### src/rtl/popcount_enum_pkg.sv
// Shared types and helpers for the popcount_enum word enumerator.
package popcount_enum_pkg;

  typedef enum logic {
    IDLE = 1'b0,
    RUN  = 1'b1
  } state_e;

  localparam int DEFAULT_WIDTH = 8;
  localparam int MAX_WIDTH     = 16;

  // Mask with the k most significant bits of a width-bit word set.
  function automatic logic [MAX_WIDTH-1:0] top_k_mask(input int width, input int k);
    logic [MAX_WIDTH-1:0] m;
    m = '0;
    for (int i = 0; i < MAX_WIDTH; i++) begin
      m[i] = (i < width) && (i >= width - k);
    end
    return m;
  endfunction

endpackage

### src/rtl/popcount_chk.sv
// Combinational popcount used by the optional output self-check.
module popcount_chk #(
  parameter int WIDTH = 8,
  parameter int KW    = $clog2(WIDTH + 1)
) (
  input  logic [WIDTH-1:0] data_i,
  output logic [KW-1:0]    count_o
);

  always_comb begin
    count_o = '0;
    for (int i = 0; i < WIDTH; i++) begin
      count_o = count_o + KW'(data_i[i]);
    end
  end

endmodule

### src/rtl/popcount_enum.sv
// Enumerates every WIDTH-bit word of popcount k in ascending order (Gosper's hack).
// Define POPCOUNT_ENUM_SELFCHECK_EN to build the sticky popcount/ordering checker on err.
module popcount_enum
  import popcount_enum_pkg::*;
#(
  parameter int WIDTH = DEFAULT_WIDTH,
  parameter int KW    = $clog2(WIDTH + 1)
) (
  input  logic             CLK,
  input  logic             ASYNCRESET,
  input  logic             cmd_valid,
  input  logic [KW-1:0]    cmd_k,
  output logic             cmd_ready,
  output logic [WIDTH-1:0] O,
  output logic             out_valid,
  output logic             out_last,
  output logic             out_bad,
  input  logic             out_ready,
  output logic             err
);

  localparam logic [KW-1:0] K_MAX = KW'(WIDTH);

  state_e               state_q, state_d;
  logic [WIDTH-1:0]     o_q, o_d;
  logic                 last_q, last_d;
  logic                 bad_q, bad_d;
  logic [KW-1:0]        k_q, k_d;

  logic                 accept, xfer;
  logic [WIDTH:0]       x, c, r, nxt;
  logic [4:0]           ctz;
  logic [WIDTH-1:0]     low_mask;
  logic [MAX_WIDTH-1:0] tm_run, tm_cmd;
  logic                 unused_bits;

  assign cmd_ready = (state_q == IDLE);
  assign out_valid = (state_q == RUN);
  assign O         = o_q;
  assign out_last  = last_q;
  assign out_bad   = bad_q;
  assign accept    = cmd_valid && cmd_ready;
  assign xfer      = out_valid && out_ready;

  // Arithmetic carries one spare bit so the ripple out of the top never wraps.
  always_comb begin
    x   = {1'b0, o_q};
    c   = x & (-x);
    r   = x + c;
    ctz = '0;
    for (int i = WIDTH; i >= 0; i--) begin
      if (c[i]) ctz = 5'(i);
    end
    nxt = (((r ^ x) >> 2) >> ctz) | r;
  end

  always_comb begin
    low_mask = '0;
    for (int i = 0; i < WIDTH; i++) begin
      low_mask[i] = (i < int'(cmd_k));
    end
    tm_run = top_k_mask(WIDTH, int'(k_q));
    tm_cmd = top_k_mask(WIDTH, int'(cmd_k));
  end

  assign unused_bits = ^{nxt[WIDTH], tm_run, tm_cmd};

  always_comb begin
    state_d = state_q;
    o_d     = o_q;
    last_d  = last_q;
    bad_d   = bad_q;
    k_d     = k_q;
    case (state_q)
      IDLE: begin
        if (cmd_valid) begin
          state_d = RUN;
          k_d     = cmd_k;
          if (cmd_k > K_MAX) begin
            o_d    = '0;
            last_d = 1'b1;
            bad_d  = 1'b1;
          end else begin
            o_d    = low_mask;
            last_d = (low_mask == tm_cmd[WIDTH-1:0]);
            bad_d  = 1'b0;
          end
        end
      end
      RUN: begin
        if (out_ready) begin
          if (last_q) begin
            state_d = IDLE;
          end else begin
            o_d    = nxt[WIDTH-1:0];
            last_d = (nxt[WIDTH-1:0] == tm_run[WIDTH-1:0]);
          end
        end
      end
      default: state_d = IDLE;
    endcase
  end

  always_ff @(posedge CLK or posedge ASYNCRESET) begin
    if (ASYNCRESET) begin
      state_q <= IDLE;
      o_q     <= '0;
      last_q  <= 1'b0;
      bad_q   <= 1'b0;
      k_q     <= '0;
    end else begin
      state_q <= state_d;
      o_q     <= o_d;
      last_q  <= last_d;
      bad_q   <= bad_d;
      k_q     <= k_d;
    end
  end

`ifdef POPCOUNT_ENUM_SELFCHECK_EN
  logic [KW-1:0]    pc;
  logic [WIDTH-1:0] prev_q;
  logic             have_prev_q;
  logic             err_q;

  popcount_chk #(.WIDTH(WIDTH), .KW(KW)) u_chk (
    .data_i  (o_q),
    .count_o (pc)
  );

  always_ff @(posedge CLK or posedge ASYNCRESET) begin
    if (ASYNCRESET) begin
      prev_q      <= '0;
      have_prev_q <= 1'b0;
      err_q       <= 1'b0;
    end else if (accept) begin
      have_prev_q <= 1'b0;
    end else if (xfer && !bad_q) begin
      if ((pc != k_q) || (have_prev_q && (o_q <= prev_q))) err_q <= 1'b1;
      prev_q      <= o_q;
      have_prev_q <= 1'b1;
    end
  end

  assign err = err_q;
`else
  assign err = 1'b0;
`endif

endmodule

### config.mk
export PLATFORM = sky130hd
export DESIGN_NAME = popcount_enum
export DESIGN_NICKNAME = d
export VERILOG_FILES = /design/src/rtl/popcount_enum_pkg.sv /design/src/rtl/popcount_chk.sv /design/src/rtl/popcount_enum.sv
export SDC_FILE = /design/constraint.sdc
export NUM_CORES = 1
export LEC_CHECK = 0
export CAP_MARGIN = 20
export CORE_ASPECT_RATIO = 0.8
export CORE_MARGIN = 5
export CORE_UTILIZATION = 35
export CTS_BUF_LIST = sky130_fd_sc_hd__clkbuf_8 sky130_fd_sc_hd__clkbuf_16
export DETAILED_ROUTE_END_ITERATION = 16
export GPL_ROUTABILITY_DRIVEN = 0
export GPL_TIMING_DRIVEN = 0
export HOLD_SLACK_MARGIN = 0.12
export PLACE_DENSITY_LB_ADDON = 0.1
export REMOVE_ABC_BUFFERS = 1
export SYNTH_ARGS = -nofsm -noshare
export SYNTH_HDL_FRONTEND = slang
export SYNTH_HIERARCHICAL = 1
export SYNTH_SLANG_ARGS = --single-unit
export TNS_END_PERCENT = 50
### constraint.sdc
create_clock -name CLK -period 2.85 [get_ports CLK]
set_input_delay 0.57 -clock CLK [delete_from_list [all_inputs] [get_ports CLK]]
set_output_delay 0.57 -clock CLK [all_outputs]
set_load 0.03 [all_outputs]
### After elaboration in Yosys (flattened, before gate mapping)

Index checks and enable logic that the tools add are counted.

* flip-flop bits (word level): 15
* bits of input ports: 8
* output and inout bits: 13
* logic and storage cells: 71

* add/subtract/negate cells: 4
* $lt $le $gt $ge: 25
* equal/unequal tests: 5
* shifts and indexed selects: 1
* muxes and demuxes: 24
* bitwise gates (word level): 4
* reduce and logical (&&, ||, !) cells: 3

Operators with widths (number)
* $ge 4x32->1 const A: 8
* $ge 3x32->1 const A: 4
* $ge 1x32->1 const A: 2
* $ge 2x32->1 const A: 2
* $mux 4: 9
* $mux 8: 4
* $eq 8x8->1: 2
* $lt 3x4->1 const A: 4
* $pmux 8 s2: 1
* $sub 4x4->5 const A: 2
* $add 8x9->9: 1
* $and 8x9->9: 1
* $neg 8->9: 1
* $xor 9x8->9: 1
* $lt 1x4->1 const A: 2
* $lt 2x4->1 const A: 2
* $mux 1: 8
* $or 8x8->8: 1
* $shr 7x4->8: 1
* $ne 2x2->1 const B: 3
* $gt 4x4->1 const B: 1
* $pmux 1 s2: 2
* $reduce_and 2->1: 2
* $reduce_and 3->1: 1
* $not 1->1: 1

### Logic depth before layout (Yosys ltp)

Gate-level depths: netlist of run 1.

* depth after elaboration: 17
* gate-level depth with buffers: 12
* gate-level depth less buffers: 11

### Worst setup path before layout of run 1

OpenSTA, ideal clock, no wires.

* kind: in2reg
* start point: in cmd_k[1]
* end point: reg last_q, in the netlist out_last
* library setup time: 0.095 ns
* arrival time: 2.682 ns
* data required time: 2.755 ns
* path slack: 0.073 ns
* stages on the path: 12
* buffers on the path: 1
* cells stage by stage: clkbuf_1 inv_1 ha_1 nand2b_1 nor3_1 ha_1 xnor3_1 nor2_1 xnor2_1 o211ai_1 nand4_1 o31ai_1

* cells in the longest elaborated chain, start to end: 6
* elaborated cells between the ends (all ways): 22
* classes of those cells: add/sub: 1; order compare: 17; eq/ne: 1; mux: 3

RTL lines
* start: declaration: line popcount_enum.sv:12 `input logic [KW-1:0] cmd_k,`
* $sub 4x4->5
* $ge 1x32->1, or another cell as far along: line popcount_enum_pkg.sv:17 `m[i] = (i < width) && (i >= width - k);`
* $eq 8x8->1: line popcount_enum.sv:85 `last_d = (low_mask == tm_cmd[WIDTH-1:0]);`
* $mux 1 *: line popcount_enum.sv:79 `if (cmd_k > K_MAX) begin`
* $mux 1 *: line popcount_enum.sv:76 `if (cmd_valid) begin`
* $pmux 1 s2 *: line popcount_enum.sv:74 `case (state_q)`
* end signal: assignment: line popcount_enum.sv:114 `last_q <= last_d;`
* end: declaration: line popcount_enum.sv:26 `logic last_q, last_d;`

Mark *: on every way between the ends. The rest lies on a longest branch, timed or not. The select of a mux whose other input is x is not followed.
A chain may end at the register's enable or synchronous reset.

### Worst setup path in the final report of run 1

* start point: reg o_q[1], in the netlist O[1]
* end point: reg last_q, in the netlist out_last

* cells in the longest elaborated chain, start to end: 17
* elaborated cells between the ends (all ways): 19
* classes of those cells: add/sub: 2; eq/ne: 1; shift: 1; mux: 12; bitwise: 3

RTL lines
* start: declaration: line popcount_enum.sv:25 `logic [WIDTH-1:0] o_q, o_d;`
* start signal: assignment: line popcount_enum.sv:107 `o_q <= '0;`
* start signal: assignment: line popcount_enum.sv:113 `o_q <= o_d;`
* $neg 8->9: line popcount_enum.sv:48 `c = x & (-x);`
* $and 8x9->9: line popcount_enum.sv:48
* $mux 4 (9 in a row): line popcount_enum.sv:52 `if (c[i]) ctz = 5'(i);`
* $shr 7x4->8: line popcount_enum.sv:54 `nxt = (((r ^ x) >> 2) >> ctz) | r;`
* $or 8x8->8 *: line popcount_enum.sv:54
* $eq 8x8->1 *: line popcount_enum.sv:96 `last_d = (nxt[WIDTH-1:0] == tm_run[WIDTH-1:0]);`
* $mux 1 *: line popcount_enum.sv:92 `if (last_q) begin`
* $mux 1 *: line popcount_enum.sv:91 `if (out_ready) begin`
* $pmux 1 s2 *: line popcount_enum.sv:74

Marks and branches as above.

==> results of run 1 <==
-- metrics by stage --
step | power [mW] | util [%]
floorplan | 2.44 | -
global placement | 3.21 | 38.9
detailed placement | 3.19 | 38.9
CTS | 3.40 | 40.0
global route | 3.83 | 41.1
finish | 3.51 | 41.1
-- Yosys cell counts (5+ instances only) --
master | number | area (sq um)
a21oi_1 | 22 | 110
dfrtp_1 | 15 | 375
o21a_1 | 5 | 37.5
ha_1 | 6 | 75.1
nand2_1 | 39 | 146
a211oi_1 | 5 | 37.5
nor3_1 | 9 | 45.0
o21bai_1 | 5 | 37.5
nor2_1 | 25 | 93.8
nand2b_1 | 6 | 37.5
o21ai_0 | 27 | 135
a22o_1 | 6 | 52.6
nand3_1 | 13 | 65.1
nand4_1 | 6 | 37.5
a21o_1 | 7 | 52.6
inv_1 | 11 | 41.3
clkbuf_1 | 19 | 71.3
nor2b_1 | 6 | 37.5
o31ai_1 | 5 | 37.5
-- path summary, 6_finish.rpt --
| kind | start | to | slack, ns | depth (start not counted) |
|---|---|---|---|---|
| setup / recovery | O[1] | out_last | 0.07 | 8 |
| hold reg to reg | out_bad | out_bad | 0.49 | 2 |
| max in group asynchronous | ASYNCRESET | O[1] | 1.72 | 2 |
| setup reg to reg | O[1] | out_last | 0.07 | 8 |
| hold / removal | out_bad | out_bad | 0.49 | 2 |
| min in group asynchronous | ASYNCRESET | out_bad | 0.69 | 2 |
-- repair_timing --
item	CTS	global route
gates resized for setup	14	20
hold buffers	0	0
endpoints found under the setup margin	2	2
pin swaps	2	4
setup buffers	1	1
-- sequential cells by signal, summed over array words and instances, names as in the netlist --
name / cells
O: 8
k_q: 4
out_last: 1
out_valid: 1
out_bad: 1
-- per-layer routing --
layer	wire (um)	vias up
li1	-	1213
met4	30	0
met2	3050	61
met1	3550	1144
met5	0	-
met3	274	4
-- cell type report --
class	instances	area share (%)
clock inverters	1	0.143
flip-flops and latches	15	14.8
multi-input cells	273	70.2
repair buffers	21	7.59
well taps	84	4.01
clock buffers	3	1.58
inverters	12	1.72
-- report_power, final --
part / internal, mW / total [mW] / leakage [nW] / switching [mW]
clock network: 0.0953 / 0.168 / 0.0269 / 0.0723
logic: 1.12 / 2.58 / 0.817 / 1.46
registers: 0.326 / 0.759 / 0.173 / 0.433
-- cell families (layout without fill, tap and decap cells) --
family | Yosys count | after routing | share of synthesized area [%]
and+or+nand+nor | 141 | 141 | 32.7
other | 1 | 1 | 0.163
adders and majority gates | 6 | 6 | 3.26
xor gates and xnor gates | 5 | 5 | 3.15
AOI/OAI and AO/OA | 115 | 115 | 35.1
buffers and inverters | 38 | 37 | 6.91
DFF | 15 | 15 | 16.3
muxes | 5 | 5 | 2.39
-- worst max-delay path: stages (launching register included) --
cell,delay [ns]
dfrtp_4,0.58
or2_1,0.25
o22ai_1,0.44
nor2_1,0.14
o32a_4,0.39
o221a_4,0.26
or3b_1,0.38
nand4_1,0.11
o31ai_1,0.08
==> results.ini, run 1 <==
[logic_synthesis]
syn-cell-area_sq_um = 2300
syn-instance-count = 326
yosys_most_used_dff = dfrtp_1
synth_seq_cells = 15
yosysWarnings = 6
synth_async_sr_flop_share_pct = 100
syn_area_per_cell_sq_um = 7.06
yosysSeqAreaShare_pct = 16.3
synth_edf_count = 0
synth_cell_types = 70

[die]
dieArea_sq_um = 8310
initial_core_util_pct = 36.1
io_pins = 21
die_y_um = 82.5
die_x_um = 101
core_sq_um = 6380
num_rows = 26

[sta]
fin_hold_ws_ns = 0.494
fmax_ghz = 0.360
min_period_ns = 2.78
drv_slew = 0
setup_violations = 0
skew_ns = 0.00155
final-hold-violation-count = 0
period_share_pct = 97.4
worst_pin_slew_ns = 0.755
setup_ws_ns = 0.0747
maxSlewHeadroom_pct = 49.5
setup_tns_ns = 0

[power_and_ir_drop]
ir_drop_v = 0.000633
p_per_area_nw_per_um2 = 1340
leakagePower_nw = 1.02

[clock_tree]
cts_sinks = 15
cts-root-buf = clkbuf_8
cts.path.max_buffers = 2
cts_tree = done
cts_made_buffers = 3
htreeDepth = 1
clk_latency_ns = 0.24
path_clk_slew_ns = 0.06

[setup_path]
cp-end-kind = register
path_max_fanout = 19
worstPathRequired_ns = 2.97
cp.arrival_ns = 2.90
crit_type = register to register
cp-start-kind = register

[grt]
first_global_vias = 2196
use_met2_pct = 25.2
gr-total-overflow = 0
grtUsageTotal_pct = 16.8
grtUsageMet3_pct = 1.51
antenna_found_initial = 0
grt_use_met1_pct = 25.9
grt_most_used_layer = met1
grt_pass1_wl_mm = 11.2
grt_start_max_net_pins = 26

[finish]
num-nets-final = 340
layout_commonest_cell = nand2_1
area_growth_pct = 13.9
fillers = 692
seq_area_sq_um = 388
design_area_sq_um = 2620
layout_common_cells = 39 x nand2_1, 27 x o21ai_0, 22 x nor2_1, 22 x a21oi_1, 15 x clkdlybuf4s50_1
stdcell_count = 409
multi_input_area_sq_um = 1840
n_antenna_cell = 0
drive_above_1_share_pct = 12.6

[route]
wl_per_cell_um = 16.9
drt_pass1_iterations = 4
drt_iter0_markers = 178
vias = 2422
drt-total-wl_mm = 6.90
viasPerCell = 5.92
detail-route-antenna-nets = 0
drc = 0

[worst_hold_path]
hold_class = register to register

[place]
place_area_sq_um = 2480
io_buffers = 19
dp_hpwl_mm = 5.14
post-place-ws_ns = -0.782
dp_cells = 403

[flow_run]
cap_violations = 0

[run_status]
status = complete, no violations

Note: power is estimated with default switching activity, not from simulation.
==> run 2, diff against run 1 <==
--- a/config.mk
+++ b/config.mk
@@ -8,7 +8,7 @@
 export CAP_MARGIN = 20
 export CORE_ASPECT_RATIO = 0.8
 export CORE_MARGIN = 5
-export CORE_UTILIZATION = 35
+export CORE_UTILIZATION = 50
 export CTS_BUF_LIST = sky130_fd_sc_hd__clkbuf_8 sky130_fd_sc_hd__clkbuf_16
 export DETAILED_ROUTE_END_ITERATION = 16
 export GPL_ROUTABILITY_DRIVEN = 0
==> run 2 against run 1 <==
Effect of this change:
- sequential share of layout area is 0.30 points higher
- combinational power decreased by 2%
- count of clock-buffer cells in the layout unchanged
- critical endpoint is now O[0]
- largest power group unchanged
==> results.ini, run 2 (synthesis gave the netlist of run 1 again) <==
[finish]
drive_above_1_share_pct = 11.1  ; -1.5 points
n_antenna_cell = 0  ; unchanged
num-nets-final = 339  ; -0.29%
fin_util_pct = 56.3  ; +15 points
fillers = 470  ; -32%
area_growth_pct = 10.5
stdcell_count = 384  ; -6.1%
layout_commonest_cell = nand2_1
design_area_sq_um = 2540  ; -3.0%
largest_register_ffs = 8  ; unchanged
layout_common_cells = 39 x nand2_1, 27 x o21ai_0, 22 x nor2_1, 22 x a21oi_1, 15 x clkdlybuf4s50_1

[place]
io_buffers = 19  ; unchanged
dp_cells = 379  ; -6.0%
dp_hpwl_mm = 4.73  ; -8.1%
place_area_sq_um = 2450  ; -1.2%

[route]
drt_iter0_markers = 203  ; +14%
drc = 0  ; unchanged
drt-total-wl_mm = 6.31  ; -8.6%
detail-route-antenna-nets = 0  ; unchanged
vias = 2436  ; +0.58%
drt_pass1_iterations = 5  ; +1
viasPerCell = 6.34  ; +7.1%
wl_per_cell_um = 16.4  ; -2.7%

[clock_tree]
clk_latency_ns = 0.24  ; about the same
cts_sinks = 15  ; unchanged
cts_tree = done
htreeDepth = 1  ; unchanged
cts-root-buf = clkbuf_8
cts_made_buffers = 3  ; unchanged
hold_buffers = 0  ; unchanged
path_clk_slew_ns = 0.06  ; about the same
cts.path.max_buffers = 2  ; unchanged

[sta]
fin_hold_ws_ns = 0.496  ; +0.00174 ns
skew_ns = 0.00321  ; +0.00166 ns
final-hold-violation-count = 0  ; unchanged
min_period_ns = 2.78  ; +0.00817 ns
maxSlewHeadroom_pct = 41.9  ; -7.6 points
period_share_pct = 97.7  ; +0.29 points
setup_tns_ns = 0  ; unchanged
setup_violations = 0  ; unchanged
fmax_ghz = 0.359  ; -0.29%
worst_pin_slew_ns = 0.849  ; +0.0937 ns
drv_slew = 0  ; unchanged
rsz0062_at_grt = true

[setup_path]
r2r-start = O[0]
cp-start-kind = register
cp-end-kind = register
reg2reg_to = O[0]
cp.arrival_ns = 2.88  ; -0.02 ns
crit_type = register to register
rr_worst_depth = 9  ; +1
worstPathRequired_ns = 2.94  ; -0.03 ns
crit_start = O[0]
path_max_fanout = 17  ; -2
r2r_setup_slack_ns = 0.07  ; about the same

[grt]
antenna_found_initial = 0  ; unchanged
gr-total-overflow = 0  ; unchanged
first_global_vias = 2076  ; -5.5%
grt_start_max_net_pins = 26  ; unchanged
grtUsageTotal_pct = 20.7  ; +3.9 points
grt_pass1_wl_mm = 10.4  ; -7.1%

[worst_hold_path]
hold_class = register to register
min_to = out_bad
min_from = out_bad
hold_path_depth = 2  ; unchanged

[run_status]
status = complete, no violations

[die]
die_y_um = 70.7  ; -14%
num_rows = 22  ; -15%
core_sq_um = 4510  ; -29%
initial_core_util_pct = 51.0  ; +15 points
die_x_um = 85.8  ; -15%
io_pins = 21  ; unchanged
dieArea_sq_um = 6070  ; -27%

[power_and_ir_drop]
leakagePower_nw = 1.01  ; -0.90%
ir_drop_v = 0.000731  ; +15%
p_per_area_nw_per_um2 = 1350  ; +0.72%

[flow_run]
cap_violations = 0  ; unchanged

-- run 2: changes by cell type in the layout (fill, tap and decap cells not counted), sizes merged --
cell  delta
buf      -1
-- run 2: worst max path at each step --
stage,slack [ns],endpoint,cells after the start
2_1_floorplan,0.14,out_last,8
3_3_place_gp,-0.66,out_last,12
3_5_place_dp,-0.74,out_last,12
4_1_cts,0.004,out_last,8
5_1_grt,-0.06,O[0],9
6_report,0.07,O[0],9
-- run 2: routing by layer --
metal | up-vias | share of wire (%) | track usage [%]
met2 | 96 | 42 | 29.6
met1 | 1135 | 51 | 34.3
met5 | - | 0 | 0
met3 | 2 | 7.6 | 1.51
li1 | 1203 | - | -
met4 | 0 | 0.21 | 1.93
-- run 2: layout make-up --
cell class | instances | area (sq um) | share of cell area (%)
clock buffers | 3 | 41.3 | 1.62
clock inverters | 1 | 3.75 | 0.148
inverters | 12 | 45.0 | 1.77
multi-input cells | 273 | 1800 | 70.9
flip-flops and latches | 15 | 384 | 15.1
well taps | 60 | 75.1 | 2.95
repair buffers | 20 | 191 | 7.53
-- run 2: per-stage QoR --
stage          setup WS [ns]  total power, mW
2_1_floorplan          0.141             2.44
3_3_place_gp          -0.665             3.14
3_5_place_dp          -0.742             3.14
4_1_cts              0.00418             3.34
5_1_grt              -0.0628             3.72
6_report              0.0665             3.43
-- run 2: where the power goes --
part           internal, mW  switching (mW)
combinational          1.08            1.45
clock                0.0950          0.0686
sequential            0.321           0.414
total                  1.50            1.93
-- run 2: timing repair --
item | 4_1_cts | 5_1_grt
gates resized for setup | 12 | 15
pin swaps | 2 | 3
endpoints found under the hold margin | 0 | 0
setup buffers | 1 | 0
setup endpoints to repair | 2 | 4
-- run 2: critical path, cell delays in order, from the launching register on --
cell and delay, ns:
dfrtp_2 0.55, nor4_4 0.31, buf_4 0.19, nand4b_1 0.17, a221oi_1 0.44, o31a_1 0.18, nand4_1 0.17, and3_1 0.24
a311oi_1 0.32, a21oi_1 0.07
